==> src/rtl/uart_fifo_mm.sv <==
// Memory-mapped UART front end: buffers received and transmitted bytes in
// DEPTH-entry FIFOs and exposes status, data and sticky error flags on port B.
module uart_fifo_mm #(
    parameter int          DEPTH_LOG2 = 4,
    parameter logic [31:0] BASE       = 32'd65544
) (
    input  logic        clk,
    input  logic        rst,
    input  logic [31:0] addr_b,
    input  logic [31:0] data_b_in,
    input  logic [31:0] data_b_we,
    output logic [31:0] data_b,
    output logic        strobe_b,
    input  logic [7:0]  rx_tdata,
    input  logic        rx_tvalid,
    output logic        rx_tready,
    output logic [7:0]  tx_tdata,
    output logic        tx_tvalid,
    input  logic        tx_tready
);
    localparam int DEPTH = 1 << DEPTH_LOG2;
    localparam logic [DEPTH_LOG2:0]   CNT_FULL = (DEPTH_LOG2+1)'(DEPTH);
    localparam logic [DEPTH_LOG2:0]   CNT_ONE  = (DEPTH_LOG2+1)'(1);
    localparam logic [DEPTH_LOG2-1:0] PTR_ONE  = (DEPTH_LOG2)'(1);

    logic [7:0] rx_mem [DEPTH];
    logic [7:0] tx_mem [DEPTH];

    logic [DEPTH_LOG2-1:0] rx_wr_q, rx_wr_d, rx_rd_q, rx_rd_d;
    logic [DEPTH_LOG2-1:0] tx_wr_q, tx_wr_d, tx_rd_q, tx_rd_d;
    logic [DEPTH_LOG2:0]   rx_cnt_q, rx_cnt_d, tx_cnt_q, tx_cnt_d;
    logic                  rx_overrun_q, rx_overrun_d, tx_drop_q, tx_drop_d;
    logic                  rd_run_q, rd_run_d, strobe_b_q, strobe_b_d;
    logic [31:0]           data_b_q, data_b_d;

    logic [31:0] off;
    logic [1:0]  sel;
    logic        hit, we, rx_full, rx_empty, tx_full, tx_empty;
    logic        rx_rd, tx_wr, fl_wr, rx_push, rx_pop, tx_push, tx_pop;
    logic [31:0] status;
    logic        unused_bits;

    assign off      = addr_b - BASE;
    assign hit      = off < 32'd4;
    assign sel      = off[1:0];
    assign we       = |data_b_we;
    assign rx_full  = rx_cnt_q == CNT_FULL;
    assign rx_empty = rx_cnt_q == '0;
    assign tx_full  = tx_cnt_q == CNT_FULL;
    assign tx_empty = tx_cnt_q == '0;

    assign rx_rd   = hit && sel == 2'd1 && !we;
    assign tx_wr   = hit && sel == 2'd2 && we;
    assign fl_wr   = hit && sel == 2'd3 && we;
    // Only the first cycle of a held RXDATA read consumes a byte.
    assign rx_push = rx_tvalid && !rx_full;
    assign rx_pop  = rx_rd && !rd_run_q && !rx_empty;
    assign tx_push = tx_wr && !tx_full;
    assign tx_pop  = !tx_empty && tx_tready;

    assign status = {8'd0, 8'(tx_cnt_q), 8'(rx_cnt_q),
                     4'd0, tx_drop_q, rx_overrun_q, !tx_full, !rx_empty};
    assign unused_bits = ^data_b_in[31:8];

    assign rx_tready = !rx_full;
    assign tx_tvalid = !tx_empty;
    assign tx_tdata  = tx_mem[tx_rd_q];
    assign data_b    = data_b_q;
    assign strobe_b  = strobe_b_q;

    always_comb begin
        rx_wr_d  = rx_push ? rx_wr_q + PTR_ONE : rx_wr_q;
        rx_rd_d  = rx_pop  ? rx_rd_q + PTR_ONE : rx_rd_q;
        tx_wr_d  = tx_push ? tx_wr_q + PTR_ONE : tx_wr_q;
        tx_rd_d  = tx_pop  ? tx_rd_q + PTR_ONE : tx_rd_q;
        rx_cnt_d = rx_cnt_q;
        case ({rx_push, rx_pop})
            2'b10:   rx_cnt_d = rx_cnt_q + CNT_ONE;
            2'b01:   rx_cnt_d = rx_cnt_q - CNT_ONE;
            default: rx_cnt_d = rx_cnt_q;
        endcase
        tx_cnt_d = tx_cnt_q;
        case ({tx_push, tx_pop})
            2'b10:   tx_cnt_d = tx_cnt_q + CNT_ONE;
            2'b01:   tx_cnt_d = tx_cnt_q - CNT_ONE;
            default: tx_cnt_d = tx_cnt_q;
        endcase
        // A new error event in the same cycle as its clear keeps the flag set.
        rx_overrun_d = (rx_overrun_q && !(fl_wr && data_b_in[0])) || (rx_tvalid && rx_full);
        tx_drop_d    = (tx_drop_q && !(fl_wr && data_b_in[1])) || (tx_wr && tx_full);
        rd_run_d     = rx_rd;
        strobe_b_d   = hit;
        data_b_d     = 32'd0;
        if (hit) begin
            case (sel)
                2'd0: data_b_d = status;
                2'd1: begin
                    if (we)
                        data_b_d = 32'd0;
                    else if (rd_run_q)
                        data_b_d = data_b_q;
                    else if (!rx_empty)
                        data_b_d = {24'd0, rx_mem[rx_rd_q]};
                    else
                        data_b_d = 32'd0;
                end
                2'd2:    data_b_d = 32'd0;
                default: data_b_d = {30'd0, tx_drop_q, rx_overrun_q};
            endcase
        end
    end

    always_ff @(posedge clk or negedge rst) begin
        if (!rst) begin
            rx_wr_q      <= '0;
            rx_rd_q      <= '0;
            tx_wr_q      <= '0;
            tx_rd_q      <= '0;
            rx_cnt_q     <= '0;
            tx_cnt_q     <= '0;
            rx_overrun_q <= 1'b0;
            tx_drop_q    <= 1'b0;
            rd_run_q     <= 1'b0;
            strobe_b_q   <= 1'b0;
            data_b_q     <= 32'd0;
        end else begin
            rx_wr_q      <= rx_wr_d;
            rx_rd_q      <= rx_rd_d;
            tx_wr_q      <= tx_wr_d;
            tx_rd_q      <= tx_rd_d;
            rx_cnt_q     <= rx_cnt_d;
            tx_cnt_q     <= tx_cnt_d;
            rx_overrun_q <= rx_overrun_d;
            tx_drop_q    <= tx_drop_d;
            rd_run_q     <= rd_run_d;
            strobe_b_q   <= strobe_b_d;
            data_b_q     <= data_b_d;
        end
    end

    always_ff @(posedge clk) begin
        if (rx_push)
            rx_mem[rx_wr_q] <= rx_tdata;
        if (tx_push)
            tx_mem[tx_wr_q] <= data_b_in[7:0];
    end
endmodule
==> config.mk <==
export PLATFORM = sky130hd
export DESIGN_NAME = uart_fifo_mm
export DESIGN_NICKNAME = d
export VERILOG_FILES = /design/src/rtl/uart_fifo_mm.sv
export SDC_FILE = /design/constraint.sdc
export NUM_CORES = 1
export LEC_CHECK = 0
export ABC_AREA = 1
export CAP_MARGIN = 20
export CORE_ASPECT_RATIO = 0.75
export CORE_MARGIN = 3
export CORE_UTILIZATION = 30
export CTS_CLUSTER_DIAMETER = 60
export DETAILED_ROUTE_END_ITERATION = 8
export SLEW_MARGIN = 25
export SYNTH_ARGS = -nofsm -noshare
export SYNTH_HDL_FRONTEND = slang
export SYNTH_SLANG_ARGS = --single-unit
==> constraint.sdc <==
create_clock -name clk -period 2.55 [get_ports clk]
set_input_delay 0.51 -clock clk [delete_from_list [all_inputs] [get_ports clk]]
set_output_delay 0.51 -clock clk [all_outputs]
set_load 0.05 [all_outputs]
==> flow_summary.json <==
{
  "clk_latency_ps": 560,
  "critPathRequiredTime_ps": 3030,
  "routedWlPerCell_um": 17.4,
  "setup_viol": 13,
  "fin_crit_ps": 2770,
  "cts_max_level": 1,
  "syn_inst": 1397,
  "vias": 11500,
  "routed_wl_um": 41400,
  "grt_pass1_vias": 11400,
  "area.growth.synth_to_final_pct": 41.7,
  "status": "finished, violations left",
  "finalHoldViolCount": 0,
  "synth-edff-count": 256,
  "fmax_mhz": 361,
  "synth-seq-cells": 304,
  "cts_sinks": 304,
  "cts_buffer_depth": 3,
  "diodes": 0,
  "power.density_mw_per_mm2": 560,
  "vdd_drop_max_mv": 0.530,
  "die_h_um": 196,
  "finalPower_uw": 11400,
  "drc_errors": 0,
  "core_mm2": 0.0467,
  "dieArea_mm2": 0.0507,
  "cp-start-kind": "input port",
  "synthFlopType": "edfxtp_1",
  "ios": 151,
  "clkTransAtPathRegs_ps": 60,
  "cp_max_fo": 4,
  "end_kind": "flop",
  "drt_first_pass_iters": 5,
  "drt_iter0_markers": 827,
  "violations": "setup timing",
  "slew_violations": 0,
  "synth-warning-count": 0,
  "rsz0062_at_grt": "yes",
  "drv_cap": 0,
  "arrival_ps": 3250,
  "reg2reg_depth": 13,
  "drive_above_1_share_pct": 34.6,
  "vias_per_cell": 4.84,
  "cts_tree": "built",
  "portBuffers": 112,
  "synth.yosys.seq_area_share_pct": 61.7,
  "period_share_pct": 109,
  "cts_root_buffer": "clkbuf_16",
  "hp-class": "input port to async pin",
  "fp.dieW_um": 259,
  "slew_headroom_pct": 43.4,
  "synthDistinctLibCells": 45,
  "power.leakage_uw": 0.00793,
  "ff_latch_area_mm2": 0.00889,
  "async_reset_ff_share_pct": 15.8,
  "grt_max_degree": 69,
  "cts_made_buffers": 31,
  "drtAntennaViolNets": 0,
  "grt_overflow": 0,
  "pre_cts_ws_ps": -1370,
  "track_usage_pct": 15.9,
  "grt_pass1_wl_um": 64000,
  "path_class": "input port to flop",
  "syn_avg_cell_area_um2": 10.3,
  "antenna_found_initial": 0,
  "num-nets-final": 1864,
  "multi_input_area_mm2": 0.00599,
  "place.gp.congestion": 0.842,
  "fill_cells": 4315,
  "rows": 68,
  "start_util_pct": 30.8,
  "tightest_slew_ps": 849,
  "netlist_area_mm2": 0.0144,
  "setup_ws_ps": -222,
  "skew_ps": 24.2,
  "dp_hpwl_um": 26700
}
[final cells by class]
type                    count  area share, %
clock buffers              35           3.87
clock inverters            19          0.772
inverters                 110           2.21
multi-input cells         933           29.3
flip-flops and latches    304           43.6
well taps                 630           3.86
repair buffers            355           16.4
[through the flow]
| stage | area, µm² | hold WS (ps) | cells | setup TNS, ps | util, % |
|---|---|---|---|---|---|
| 2_1_floorplan | 14600 | 214 | 1410 | -32910 | - |
| 5_1_grt | 20400 | 90.3 | 2386 | -4690 | 43.7 |
| 3_5_place_dp | 17700 | 494 | 2278 | -158290 | 38.0 |
| 4_1_cts | 19800 | 63.4 | 2384 | -1090 | 42.4 |
| 6_report | 20400 | 55.4 | 2386 | -875 | 43.7 |
| 3_3_place_gp | 17700 | 484 | 2278 | -154320 | 38.0 |
[cell families after synthesis]
kind of cell | after synthesis | synth area share (%)
buffers and inverters | 173 | 4.98
AO/OA/AOI/OAI | 214 | 8.80
AND/OR/NAND/NOR | 638 | 19.5
adder cells (fa/ha/maj) | 21 | 1.93
flip-flops | 304 | 61.7
multiplexers | 28 | 1.95
other | 1 | 0.0260
XOR/XNOR | 18 | 1.09
[cells in the mapped netlist, types with 19 or more instances]
master / count / area [µm²]
clkbuf_1: 42 / 158
dfrtp_1: 48 / 1200
edfxtp_1: 256 / 7690
ha_1: 19 / 238
inv_1: 96 / 360
mux2i_1: 28 / 280
nand2_1: 254 / 953
nand3_1: 57 / 285
nand4_1: 23 / 144
nor2_1: 227 / 852
nor3_1: 26 / 130
o21ai_0: 112 / 561
o221ai_1: 30 / 263
o22ai_1: 25 / 156
[critical path, stage by stage]
cell      delay [ps]
buf_4            130
buf_6            130
nor2_4            90
nand2_2           80
nor2_1           220
nand2_4           90
nand3b_1         130
nand2_1           80
nor2_2           110
nand2_2          100
nor2_8           150
nand2_4           60
nor3_2           150
ha_2             240
inv_2             50
fa_2             330
inv_2             70
a21oi_2           40
nor2_1            80
nor2_1            60
nand2_1           50
nand2_1           50
nor2_2            90
xor2_1           150
[what timing repair did]
action	in CTS	in global routing
pin swaps	106	90
hold buffers	0	0
endpoints found under the setup margin	162	89
setup buffers	43	13
gates resized for setup	297	181
cloned	9	0
[worst paths after layout]
path / from / end / slack, ps
max in group asynchronous: rst / data_b[20] / 1800
worst max-delay path: addr_b[17] / rx_cnt_q[4] / -220
worst min register to register: rx_overrun_q / rx_overrun_q / 510
worst max register to register: tx_cnt_q[0] / tx_cnt_q[4] / 150
worst min-delay path: rst / rx_wr_q[1] / 60
min in group clk: rx_overrun_q / rx_overrun_q / 510
[report_power, final]
group	leakage (µW)	switching [µW]	total, µW	internal (µW)
combinational	0.00455	802	1340	534
sequential	0.00292	123	5800	5680
clock	0.000460	1880	4300	2420
[registers in the layout (all words and copies together) (netlist names)]
name	count
rx_mem	128
rx_cnt_q	5
tx_wr_q	4
tx_rd_q	4
tx_cnt_q	5
strobe_b	1
rx_overrun_q	1
data_b	18
rx_wr_q	4
tx_mem	128
rx_rd_q	4
tx_drop_q	1
rd_run_q	1
[per-layer routing]
layer	global-route usage (%)	share of wire [%]
met4	3.67	1.9
met3	2.40	6.0
met5	0	0
met1	23.3	47
met2	24.8	46
[placed cells by master (no fill, tap or decap), drive strengths merged, types with 28 or more instances in the layout]
master,instances
o221ai,30
nor2,246
edfxtp,256
nor3,29
o21ai,126
nand2,266
nand3,58
inv,106
mux2i,28
clkdlybuf4s50,69
buf,273
clkbuf,37
dfrtp,48
(Power assumes the default switching activity.)
